File: src/rtl/cxapbasyncbridge_cdc_defs.sv
// Shared definitions for the APB async bridge CDC capture bank:
// per-channel state encoding and the legal synchroniser depth range.
package cxapbasyncbridge_cdc_defs;

    typedef enum logic {
        IDLE = 1'b0,
        HOLD = 1'b1
    } chan_state_e;

    localparam int SYNC_STAGES_MIN = 2;
    localparam int SYNC_STAGES_MAX = 4;

    function automatic bit sync_stages_legal(input int n);
        return (n >= SYNC_STAGES_MIN) && (n <= SYNC_STAGES_MAX);
    endfunction

endpackage

File: src/rtl/cxapbasyncbridge_cdc_capt_chan.sv
// One capture channel: request synchroniser, edge detect, IDLE/HOLD FSM,
// gated payload capture, toggle acknowledge and sticky overflow flag.
module cxapbasyncbridge_cdc_capt_chan
    import cxapbasyncbridge_cdc_defs::*;
#(
    parameter int WIDTH       = 32,
    parameter int SYNC_STAGES = 2,
    parameter int CLAMP       = 1
) (
    input  logic             clk_i,
    input  logic             reset_i,
    input  logic             req_async_i,
    input  logic [WIDTH-1:0] d_async_i,
    input  logic             q_ready_i,
    input  logic             ovf_clr_i,
    output logic             ack_o,
    output logic [WIDTH-1:0] q_o,
    output logic             q_valid_o,
    output logic             ovf_o
);

    if (!sync_stages_legal(SYNC_STAGES)) begin : g_sync_range_err
        $error("cxapbasyncbridge_cdc_capt_chan: SYNC_STAGES out of range 2..4");
    end

    logic [SYNC_STAGES-1:0] sync_q;
    logic                   req_d_q;
    chan_state_e            state_q, state_d;
    logic [WIDTH-1:0]       data_q, data_d;
    logic                   ack_q, ack_d;
    logic                   ovf_q, ovf_d;

    logic                   req_s;
    logic                   req_edge;
    logic                   capt_en;
    logic [WIDTH-1:0]       capt_data;

    assign req_s    = sync_q[SYNC_STAGES-1];
    assign req_edge = req_s ^ req_d_q;
    assign capt_en  = req_edge && (state_q == IDLE);
    // The asynchronous payload only ever passes through this AND gate.
    assign capt_data = d_async_i & {WIDTH{capt_en}};

    always_ff @(posedge clk_i) begin
        if (reset_i) begin
            sync_q  <= '0;
            req_d_q <= 1'b0;
            state_q <= IDLE;
            data_q  <= '0;
            ack_q   <= 1'b0;
            ovf_q   <= 1'b0;
        end else begin
            sync_q  <= {sync_q[SYNC_STAGES-2:0], req_async_i};
            req_d_q <= req_s;
            state_q <= state_d;
            data_q  <= data_d;
            ack_q   <= ack_d;
            ovf_q   <= ovf_d;
        end
    end

    always_comb begin
        state_d = state_q;
        data_d  = data_q;
        ack_d   = ack_q;
        ovf_d   = ovf_q & ~ovf_clr_i;
        unique case (state_q)
            IDLE: begin
                if (req_edge) begin
                    data_d  = capt_data;
                    state_d = HOLD;
                end
            end
            HOLD: begin
                if (q_ready_i) begin
                    ack_d   = req_d_q;
                    state_d = IDLE;
                    if (CLAMP != 0) begin
                        data_d = '0;
                    end
                end
                // A new edge while holding is a source violation; set beats clear.
                if (req_edge) begin
                    ovf_d = 1'b1;
                end
            end
            default: state_d = IDLE;
        endcase
    end

    assign q_valid_o = (state_q == HOLD);
    assign q_o       = (CLAMP != 0) ? (data_q & {WIDTH{q_valid_o}}) : data_q;
    assign ack_o     = ack_q;
    assign ovf_o     = ovf_q;

`ifdef ARM_CDC_CHECK
    always_ff @(posedge clk_i) begin
        if (!reset_i && capt_en && $isunknown(d_async_i)) begin
            $display("FATAL : Unsafe operation detected across CDC boundary");
            $stop;
        end
    end
`endif

endmodule

File: src/rtl/cxapbasyncbridge_cdc_capt_bank.sv
// Destination-domain capture bank: NCHAN independent capture channels,
// each sliced out of the packed request/payload/handshake buses.
module cxapbasyncbridge_cdc_capt_bank
    import cxapbasyncbridge_cdc_defs::*;
#(
    parameter int WIDTH       = 32,
    parameter int NCHAN       = 2,
    parameter int SYNC_STAGES = 2,
    parameter int CLAMP       = 1
) (
    input  logic                   clk,
    input  logic                   reset,
    input  logic [NCHAN-1:0]       req_async,
    input  logic [NCHAN*WIDTH-1:0] d_async,
    output logic [NCHAN-1:0]       ack,
    output logic [NCHAN*WIDTH-1:0] q,
    output logic [NCHAN-1:0]       q_valid,
    input  logic [NCHAN-1:0]       q_ready,
    output logic [NCHAN-1:0]       ovf,
    input  logic [NCHAN-1:0]       ovf_clr
);

    for (genvar c = 0; c < NCHAN; c++) begin : g_chan
        cxapbasyncbridge_cdc_capt_chan #(
            .WIDTH       (WIDTH),
            .SYNC_STAGES (SYNC_STAGES),
            .CLAMP       (CLAMP)
        ) u_chan (
            .clk_i       (clk),
            .reset_i     (reset),
            .req_async_i (req_async[c]),
            .d_async_i   (d_async[c*WIDTH +: WIDTH]),
            .q_ready_i   (q_ready[c]),
            .ovf_clr_i   (ovf_clr[c]),
            .ack_o       (ack[c]),
            .q_o         (q[c*WIDTH +: WIDTH]),
            .q_valid_o   (q_valid[c]),
            .ovf_o       (ovf[c])
        );
    end

endmodule

File: config.mk
export PLATFORM = sky130hd
export DESIGN_NAME = cxapbasyncbridge_cdc_capt_bank
export DESIGN_NICKNAME = d
export VERILOG_FILES = /design/src/rtl/cxapbasyncbridge_cdc_defs.sv /design/src/rtl/cxapbasyncbridge_cdc_capt_chan.sv /design/src/rtl/cxapbasyncbridge_cdc_capt_bank.sv
export SDC_FILE = /design/constraint.sdc
export NUM_CORES = 1
export LEC_CHECK = 0
export BUFFER_PORTS_ARGS = -buffer_cell sky130_fd_sc_hd__buf_2
export CAP_MARGIN = 40
export CORE_MARGIN = 3
export CORE_UTILIZATION = 45
export DETAILED_ROUTE_END_ITERATION = 8
export PLACE_DENSITY_LB_ADDON = 0.08
export SLEW_MARGIN = 0
export SYNTH_ARGS = -nofsm -noshare
export SYNTH_HDL_FRONTEND = slang
export SYNTH_SLANG_ARGS = --single-unit
File: constraint.sdc
create_clock -name clk -period 1.38 [get_ports clk]
set_input_delay 0.138 -clock clk [delete_from_list [all_inputs] [get_ports clk]]
set_output_delay 0.138 -clock clk [all_outputs]
set_load 0.005 [all_outputs]
==> flow_summary.json, run 1 <==
{
  "slowest_delay_ns": 0.34,
  "clkTransAtPathRegs_ns": 0.09,
  "port_buffers": 141,
  "min_period_over_period_pct": 99.3,
  "powerDensity_nw_per_um2": 1110,
  "finalHoldViolCount": 0,
  "drv_cap": 0,
  "core_area_um2": 6030,
  "setup_violations": 0,
  "grt_use_total_pct": 18.1,
  "dp.final_hpwl_um": 4500,
  "place_area_um2": 3640,
  "status": "finished, final reports clean",
  "hold_class": "input pin to register",
  "wl_um": 7020,
  "dieArea_um2": 7300,
  "ys_types": 18,
  "start_util_pct": 47.1,
  "synth_warnings": 0,
  "fin_nets": 500,
  "mostFrequentLayoutCell": "buf_2",
  "path_class": "register to output pin",
  "slew_headroom_pct": 78.2,
  "cts_sinks": 76,
  "design_area_um2": 4290,
  "clk_path_buf_depth": 2,
  "grt_setup_unrepaired": "true",
  "netlist_instances": 268,
  "antenna_found_initial": 0,
  "crit_family": "buffers and inverters",
  "top_layer_used": "met4",
  "crit_chain": "buf_8 -> buf_8 -> and2_1 -> buf_2",
  "tightest_slew_ns": 0.327,
  "min_period_ns": 1.37,
  "drt_iter0_drc": 104,
  "finalMaxSlewViolations": 0,
  "viasPerCell": 4.91,
  "worstPathArrival_ns": 1.23,
  "num_vias": 2496,
  "cp-start-kind": "register",
  "rows": 28,
  "overflow": 0,
  "fmax_mhz": 730,
  "totalNegativeSetupSlack_ns": 0,
  "io_pins": 142,
  "end_kind": "output pin",
  "avgSynthCellArea_um2": 10.6,
  "leakagePower_nw": 2.10,
  "numCtsBuffers": 9,
  "worst_path_most_repeated_cell": "buf_8",
  "cts_tree": "built",
  "worst-path-max-fanout": 16,
  "syn_to_final_growth_pct": 51.1,
  "wl_met2_um": 3380,
  "n_fill_cell": 497,
  "grt_pass1_wl_um": 10600,
  "ant_nets": 0,
  "final_cell_mix": "buf_2 (126), dfxtp_1 (74), a22o_1 (65), and2_1 (48), dlygate4sd3_1 (19)",
  "clock_latency_ns": 0.33,
  "synth-seq-area-share_pct": 53.6,
  "path_buf_inv": 3,
  "critical_path_required_ns": 1.24,
  "gp_congestion": 0.765,
  "slowest_stage": "dfxtp_2",
  "irDropWorstVdd_mv": 1.10,
  "grt_max_degree": 33,
  "die_h_um": 85.4,
  "drive_above_1_share_pct": 45.3,
  "clockRootBuffer": "clkbuf_8",
  "grt_pass1_vias": 2269,
  "ys_ff_latch": 76,
  "drc": 0,
  "wl_met1_um": 3110,
  "antenna_cells": 0,
  "first_pass_iters": 4,
  "die_x_um": 85.4,
  "syn-cell-area_um2": 2840,
  "met3_wirelength_um": 407,
  "cts-htree-levels": 3,
  "routedWlPerCell_um": 13.8,
  "synth_nets": 340,
  "skew_ns": 0.00543
}
-- where the power goes --
| group | switching [mW] | total (mW) | internal, mW | leakage, nW |
|---|---|---|---|---|
| clock | 0.846 | 1.87 | 1.03 | 0.102 |
| combinational | 0.243 | 0.549 | 0.306 | 1.38 |
| sequential | 0.0540 | 2.35 | 2.30 | 0.619 |
| total | 1.14 | 4.77 | 3.63 | 2.10 |
-- final cells by class --
class | count | area (µm²) | share of cell area, %
Multi-Input combinational cell | 164 | 1240 | 29.0
Clock inverter | 7 | 100 | 2.33
Tap cell | 75 | 93.8 | 2.19
Timing Repair Buffer | 177 | 1210 | 28.1
Clock buffer | 9 | 124 | 2.89
Sequential cell | 76 | 1520 | 35.5
-- flip-flops by register name (all words and copies together) (netlist names) --
register                 flops
g_chan.u_chan.req_d_q        2
g_chan.u_chan.q_valid_o      2
g_chan.u_chan.ovf_o          2
g_chan.u_chan.ack_o          2
g_chan.u_chan.sync_q         4
g_chan.u_chan.data_q        64
-- worst paths after layout --
kind,from,endpoint,slack (ns),depth (start not counted)
setup / recovery,g_chan[1].u_chan.q_valid_o$_SDFF_PP0_,q[61],0.01,4
hold / removal,d_async[12],g_chan[0].u_chan.data_q[12]$_SDFFE_PP0P_,0.01,2
setup reg to reg,g_chan[1].u_chan.req_d_q$_SDFF_PP0_,g_chan[1].u_chan.data_q[2]$_SDFFE_PP0P_,0.10,4
hold reg to reg,g_chan[0].u_chan.sync_q[0]$_SDFF_PP0_,g_chan[0].u_chan.sync_q[1]$_SDFF_PP0_,0.44,1
-- cell usage after synthesis (all sizes together) --
cell type	count	area share (%)
and2	64	14
xor2	2	0.62
nor2b	8	1.8
clkbuf	8	1.1
nand3	2	0.35
a21oi	4	0.70
nor3	2	0.70
dfxtp	76	54
nor3b	1	0.26
a22o	66	20
xnor2	2	0.62
a211oi	1	0.26
buf	20	4.0
nand2	4	0.53
nor2	8	1.1
-- layer usage --
layer / track usage (%) / vias to the layer above
met2: 28.4 / 79
met3: 4.08 / 10
met1: 24.0 / 1154
li1: - / 1253
met5: 0 / -
met4: 7.91 / 0
-- worst register-to-register path, cell delays in order (launching register included) --
cell and delay, ns:
dfxtp_1 0.41, xnor2_2 0.12, a22o_1 0.22, buf_12 0.17
a22o_1 0.26
-- cells by family (layout without fill, tap and decap cells) --
group	after synthesis	after routing	share of synthesized area (%)
buffers and inverters	28	193	5.07
flip-flops	76	76	53.6
AO/OA/AOI/OAI	71	71	21.4
XOR/XNOR	4	4	1.23
AND/OR/NAND/NOR	89	89	18.8
-- per-stage QoR --
stage	total power, mW	setup slack, ns	std cells	util, %	hold WS, ns
finish	4.77	0.0103	508	71.2	0.0131
global route	4.96	-0.0440	508	71.2	0.000565
CTS	4.77	-0.00400	503	67.8	0.0000552
detailed placement	2.84	-0.0227	468	60.3	0.350
global placement	2.83	0.0204	468	60.3	0.345
floorplan	2.63	0.122	268	-	0.237
-- repair_timing --
item / 4_1_cts / 5_1_grt
hold buffers: 18 / 1
setup buffers: 1 / 3
hold endpoints to repair: 18 / 1
pin swaps: 0 / 15
setup endpoints to repair: 91 / 62
cloned: 0 / 1
gates resized for setup: 9 / 35
Note: power is estimated with default switching activity, not from simulation.
==> run 2, diff against run 1 <==
Settings changed: CELL_PAD_IN_SITES_DETAIL_PLACEMENT from default to 0, CELL_PAD_IN_SITES_GLOBAL_PLACEMENT from default to 1, CORE_UTILIZATION 45 to 33.
==> flow_summary.json, run 2 (same netlist as run 1, synthesis figures left out) <==
{
  "die_h_um": 98.8,
  "dp.final_hpwl_um": 4740,
  "num_vias": 2548,
  "drt_iter0_drc": 48,
  "grt_pass1_vias": 2444,
  "tightest_slew_ns": 0.300,
  "ant_nets": 0,
  "leakagePower_nw": 2.17,
  "gp_congestion": 0.714,
  "top_regs": "g_chan.u_chan.data_q (64), g_chan.u_chan.sync_q (4)",
  "hold_start": "d_async[7]",
  "largest_reg_flops": 64,
  "antenna_cells": 0,
  "rr_startpoint": "g_chan[1].u_chan.req_d_q$_SDFF_PP0_",
  "overflow": 0,
  "first_pass_iters": 4,
  "fmax_mhz": 755,
  "worst-r2r-setup-slack_ns": 0.09,
  "min_period_over_period_pct": 96.0,
  "start_util_pct": 34.2,
  "skew_ns": 0.00982,
  "cts_tree": "built",
  "cts_setup_buffers": 0,
  "finalHoldViolCount": 0,
  "routedWlPerCell_um": 13.2,
  "drc": 0,
  "clockRootBuffer": "clkbuf_8",
  "clock_latency_ns": 0.34,
  "status": "finished, final reports clean",
  "setup_violations": 0,
  "syn_to_final_growth_pct": 56.7,
  "powerDensity_nw_per_um2": 1050,
  "clk_path_buf_depth": 2,
  "core_area_um2": 8300,
  "hold_class": "input pin to register",
  "path_buf_inv": 2,
  "numCtsBuffers": 9,
  "clkTransAtPathRegs_ns": 0.08,
  "grt_max_degree": 33,
  "path_class": "register to output pin",
  "crit_family": "flip-flops",
  "worstPathArrival_ns": 1.19,
  "critical_path_required_ns": 1.24,
  "slew_headroom_pct": 79.9,
  "mostFrequentLayoutCell": "buf_2",
  "drv_cap": 0,
  "place_area_um2": 3680,
  "final_cell_mix": "buf_2 (141), dfxtp_1 (74), a22o_1 (65), and2_1 (63), dlygate4sd3_1 (50)",
  "min_period_ns": 1.32,
  "wl_um": 7440,
  "crit_chain": "clkbuf_16 -> and2_1 -> buf_2",
  "grt_pass1_wl_um": 11900,
  "grt_use_total_pct": 15.0,
  "drive_above_1_share_pct": 38.1,
  "worst-path-max-fanout": 14,
  "end_kind": "output pin",
  "cts_sinks": 76,
  "fin_nets": 526,
  "design_area_um2": 4450,
  "finalMaxSlewViolations": 0,
  "port_buffers": 141,
  "viasPerCell": 4.52,
  "max_flop_register": "g_chan.u_chan.data_q",
  "cts-htree-levels": 3,
  "critPathLaunch": "g_chan[1].u_chan.q_valid_o$_SDFF_PP0_",
  "irDropWorstVdd_mv": 0.427,
  "hold_ws_ns": 0.0142,
  "die_x_um": 98.8,
  "cp-start-kind": "register",
  "io_pins": 142,
  "dieArea_um2": 9760,
  "slowest_stage": "dfxtp_4",
  "rows": 33,
  "antenna_found_initial": 0,
  "slowest_delay_ns": 0.40
}
run 2: worst paths after layout:
path	depth (start not counted)	endpoint
max	3	q[56]
min	2	g_chan[0].u_chan.data_q[7]$_SDFFE_PP0P_
max reg2reg	4	g_chan[1].u_chan.data_q[16]$_SDFFE_PP0P_
min reg2reg	1	g_chan[1].u_chan.sync_q[1]$_SDFF_PP0_
run 2: timing repair:
action                                  4_1_cts  5_1_grt
gates cloned                                  0        1
endpoints found under the setup margin       58       53
resized for setup                             6        6
hold buffers                                 49        1
hold endpoints to repair                     49        1
run 2: metrics by stage:
step                      std cells  total power, mW   TNS, ns  utilization (%)  setup WS [ns]
final                           564             4.66         0             53.6         0.0550
after global routing            564             4.89  -0.00276             53.6       -0.00276
after CTS                       562             4.71         0             52.9        0.00603
after detailed placement        497             2.86         0             44.3         0.0932
after global placement          497             2.85         0             44.3          0.111
after floorplan                 268             2.63         0                -          0.122
run 2: routing by layer:
metal	routed length [µm]	up-vias	global-route usage [%]
met5	0	-	0
met4	69	0	4.73
met3	468	5	3.89
met2	3510	77	24.8
met1	3400	1170	19.1
li1	-	1296	-
run 2: area by class of cell:
class,count,area [µm²]
Clock inverter,5,60.1
Clock buffer,11,141
Timing Repair Buffer,203,1390
Fill cell,786,3850
Tap cell,105,131
Sequential cell,76,1530
Multi-Input combinational cell,164,1200
run 2: where the power goes:
part / internal, mW / leakage (nW) / switching, mW
clock: 0.892 / 0.0999 / 0.819
sequential: 2.30 / 0.620 / 0.0564
combinational: 0.345 / 1.45 / 0.246
total: 3.54 / 2.17 / 1.12
==> run 3, diff against run 2 <==
Settings changed: CORE_MARGIN 3 to default.
==> flow_summary.json, run 3 (same netlist as run 1, synthesis figures left out) <==
{
  "clock_latency_ns": 0.34,
  "grt_use_total_pct": 15.7,
  "min_period_ns": 1.36,
  "grt-busiest-layer": "met2",
  "slowest_stage": "dfxtp_4",
  "routedWlPerCell_um": 13.1,
  "fmax_mhz": 734,
  "setup_violations": 0,
  "worst-path-max-fanout": 6,
  "end_kind": "output pin",
  "regArea_um2": 1530,
  "clk_path_buf_depth": 2,
  "grt_max_degree": 33,
  "hold_class": "input pin to register",
  "drt_iter0_drc": 56,
  "irDropWorstVdd_mv": 0.547,
  "grt_setup_unrepaired": "true",
  "skew_ns": 0.0114,
  "overflow": 0,
  "cp-start-kind": "register",
  "dp.final_hpwl_um": 4470,
  "cts-htree-levels": 3,
  "slew_headroom_pct": 76.6,
  "num_vias": 2635,
  "fin_nets": 540,
  "antenna_cells": 0,
  "worstPathArrival_ns": 1.22,
  "start_util_pct": 34.4,
  "wl_um": 7570,
  "antenna_found_initial": 0,
  "path_buf_inv": 3,
  "first_pass_iters": 4,
  "final_cell_count_no_fill": 578,
  "cts_tree": "built",
  "crit_family": "buffers and inverters",
  "use_met1_pct": 19.9,
  "grtUsageMet2_pct": 25.1,
  "dieArea_um2": 8980,
  "hold_ws_ns": 0.0146,
  "critical_path_required_ns": 1.24,
  "clkTransAtPathRegs_ns": 0.07,
  "syn_to_final_growth_pct": 66.8,
  "path_class": "register to output pin",
  "cts_sinks": 76,
  "rows": 33,
  "met3_usage_pct": 5.64,
  "finalMaxSlewViolations": 0,
  "final_cell_mix": "buf_2 (125), dfxtp_1 (74), a22o_1 (65), dlygate4sd3_1 (55), and2_1 (48)",
  "clockRootBuffer": "clkbuf_8",
  "powerDensity_nw_per_um2": 1040,
  "crit_chain": "buf_8 -> buf_12 -> and2_4 -> buf_6",
  "drive_above_1_share_pct": 41.6,
  "drv_cap": 0,
  "die_h_um": 94.8,
  "leakagePower_nw": 2.28,
  "ant_nets": 0,
  "max_flop_register": "g_chan.u_chan.data_q",
  "largest_reg_flops": 64,
  "gp_congestion": 0.659,
  "n_fill_cell": 768,
  "numCtsBuffers": 9,
  "dp_cells": 500,
  "io_pins": 142,
  "top_regs": "g_chan.u_chan.data_q (64), g_chan.u_chan.sync_q (4)",
  "port_buffers": 141,
  "slowest_delay_ns": 0.36,
  "tightest_slew_ns": 0.351,
  "viasPerCell": 4.56,
  "grt_pass1_wl_um": 11000,
  "mostFrequentLayoutCell": "buf_2",
  "power_mw": 4.91,
  "finalHoldViolCount": 0,
  "drc": 0,
  "status": "finished, final reports clean",
  "core_area_um2": 8260,
  "grt_pass1_vias": 2326,
  "min_period_over_period_pct": 98.7,
  "multi_input_area_um2": 1230,
  "die_x_um": 94.8
}
run 3: what timing repair did:
action                                  in CTS  in global routing
endpoints found under the setup margin      76                 47
cloned                                       0                  3
pin swaps                                    0                 17
resized for setup                            9                 37
setup buffers                                2                  2
endpoints found under the hold margin       44                 11
hold buffers                                44                 11
run 3: final timing paths:
path / cells after the start / slack (ns) / from / end
worst max register to register: 5 / 0.10 / g_chan[1].u_chan.q_valid_o$_SDFF_PP0_ / g_chan[1].u_chan.data_q[14]$_SDFFE_PP0P_
worst max-delay path: 4 / 0.02 / g_chan[1].u_chan.q_valid_o$_SDFF_PP0_ / q[46]
worst min register to register: 1 / 0.44 / g_chan[1].u_chan.sync_q[0]$_SDFF_PP0_ / g_chan[1].u_chan.sync_q[1]$_SDFF_PP0_
worst min-delay path: 2 / 0.01 / d_async[50] / g_chan[1].u_chan.data_q[18]$_SDFFE_PP0P_
run 3: cell type report:
type                       count  area share [%]
clock buffer                  13            3.35
clock inverter                 3            1.45
multi-input combinational    164            26.1
sequential                    76            32.3
tap                          105            2.77
timing repair buffer         217            34.1
run 3: power by group:
part           internal [mW]  leakage (nW)  total (mW)  switching [mW]
registers               2.30         0.620        2.35          0.0533
logic                  0.382          1.55       0.644           0.263
clock network           1.12         0.114        1.91           0.790
run 3: metal layers:
| layer | vias up | wire length [µm] |
|---|---|---|
| met2 | 81 | 3530 |
| met1 | 1220 | 3510 |
| met5 | - | 0 |
| met3 | 6 | 453 |
| li1 | 1328 | - |
| met4 | 0 | 69 |
run 3: through the flow:
stage / setup WS [ns] / TNS, ns / area (µm²) / util [%]
after floorplan: 0.122 / 0 / 2840 / -
after global routing: -0.0377 / -0.390 / 4740 / 57.4
final: 0.0175 / 0 / 4740 / 57.4
after detailed placement: -0.0440 / -1.18 / 3680 / 44.5
after CTS: 0.0124 / 0 / 4390 / 53.2
after global placement: -0.0123 / -0.280 / 3680 / 44.5
run 3: worst register-to-register path, stage by stage (launching register included):
cell and delay (ns):
dfxtp_4 0.36, buf_8 0.14, buf_4 0.15, nor3_4 0.21, buf_12 0.22, a22o_1 0.16
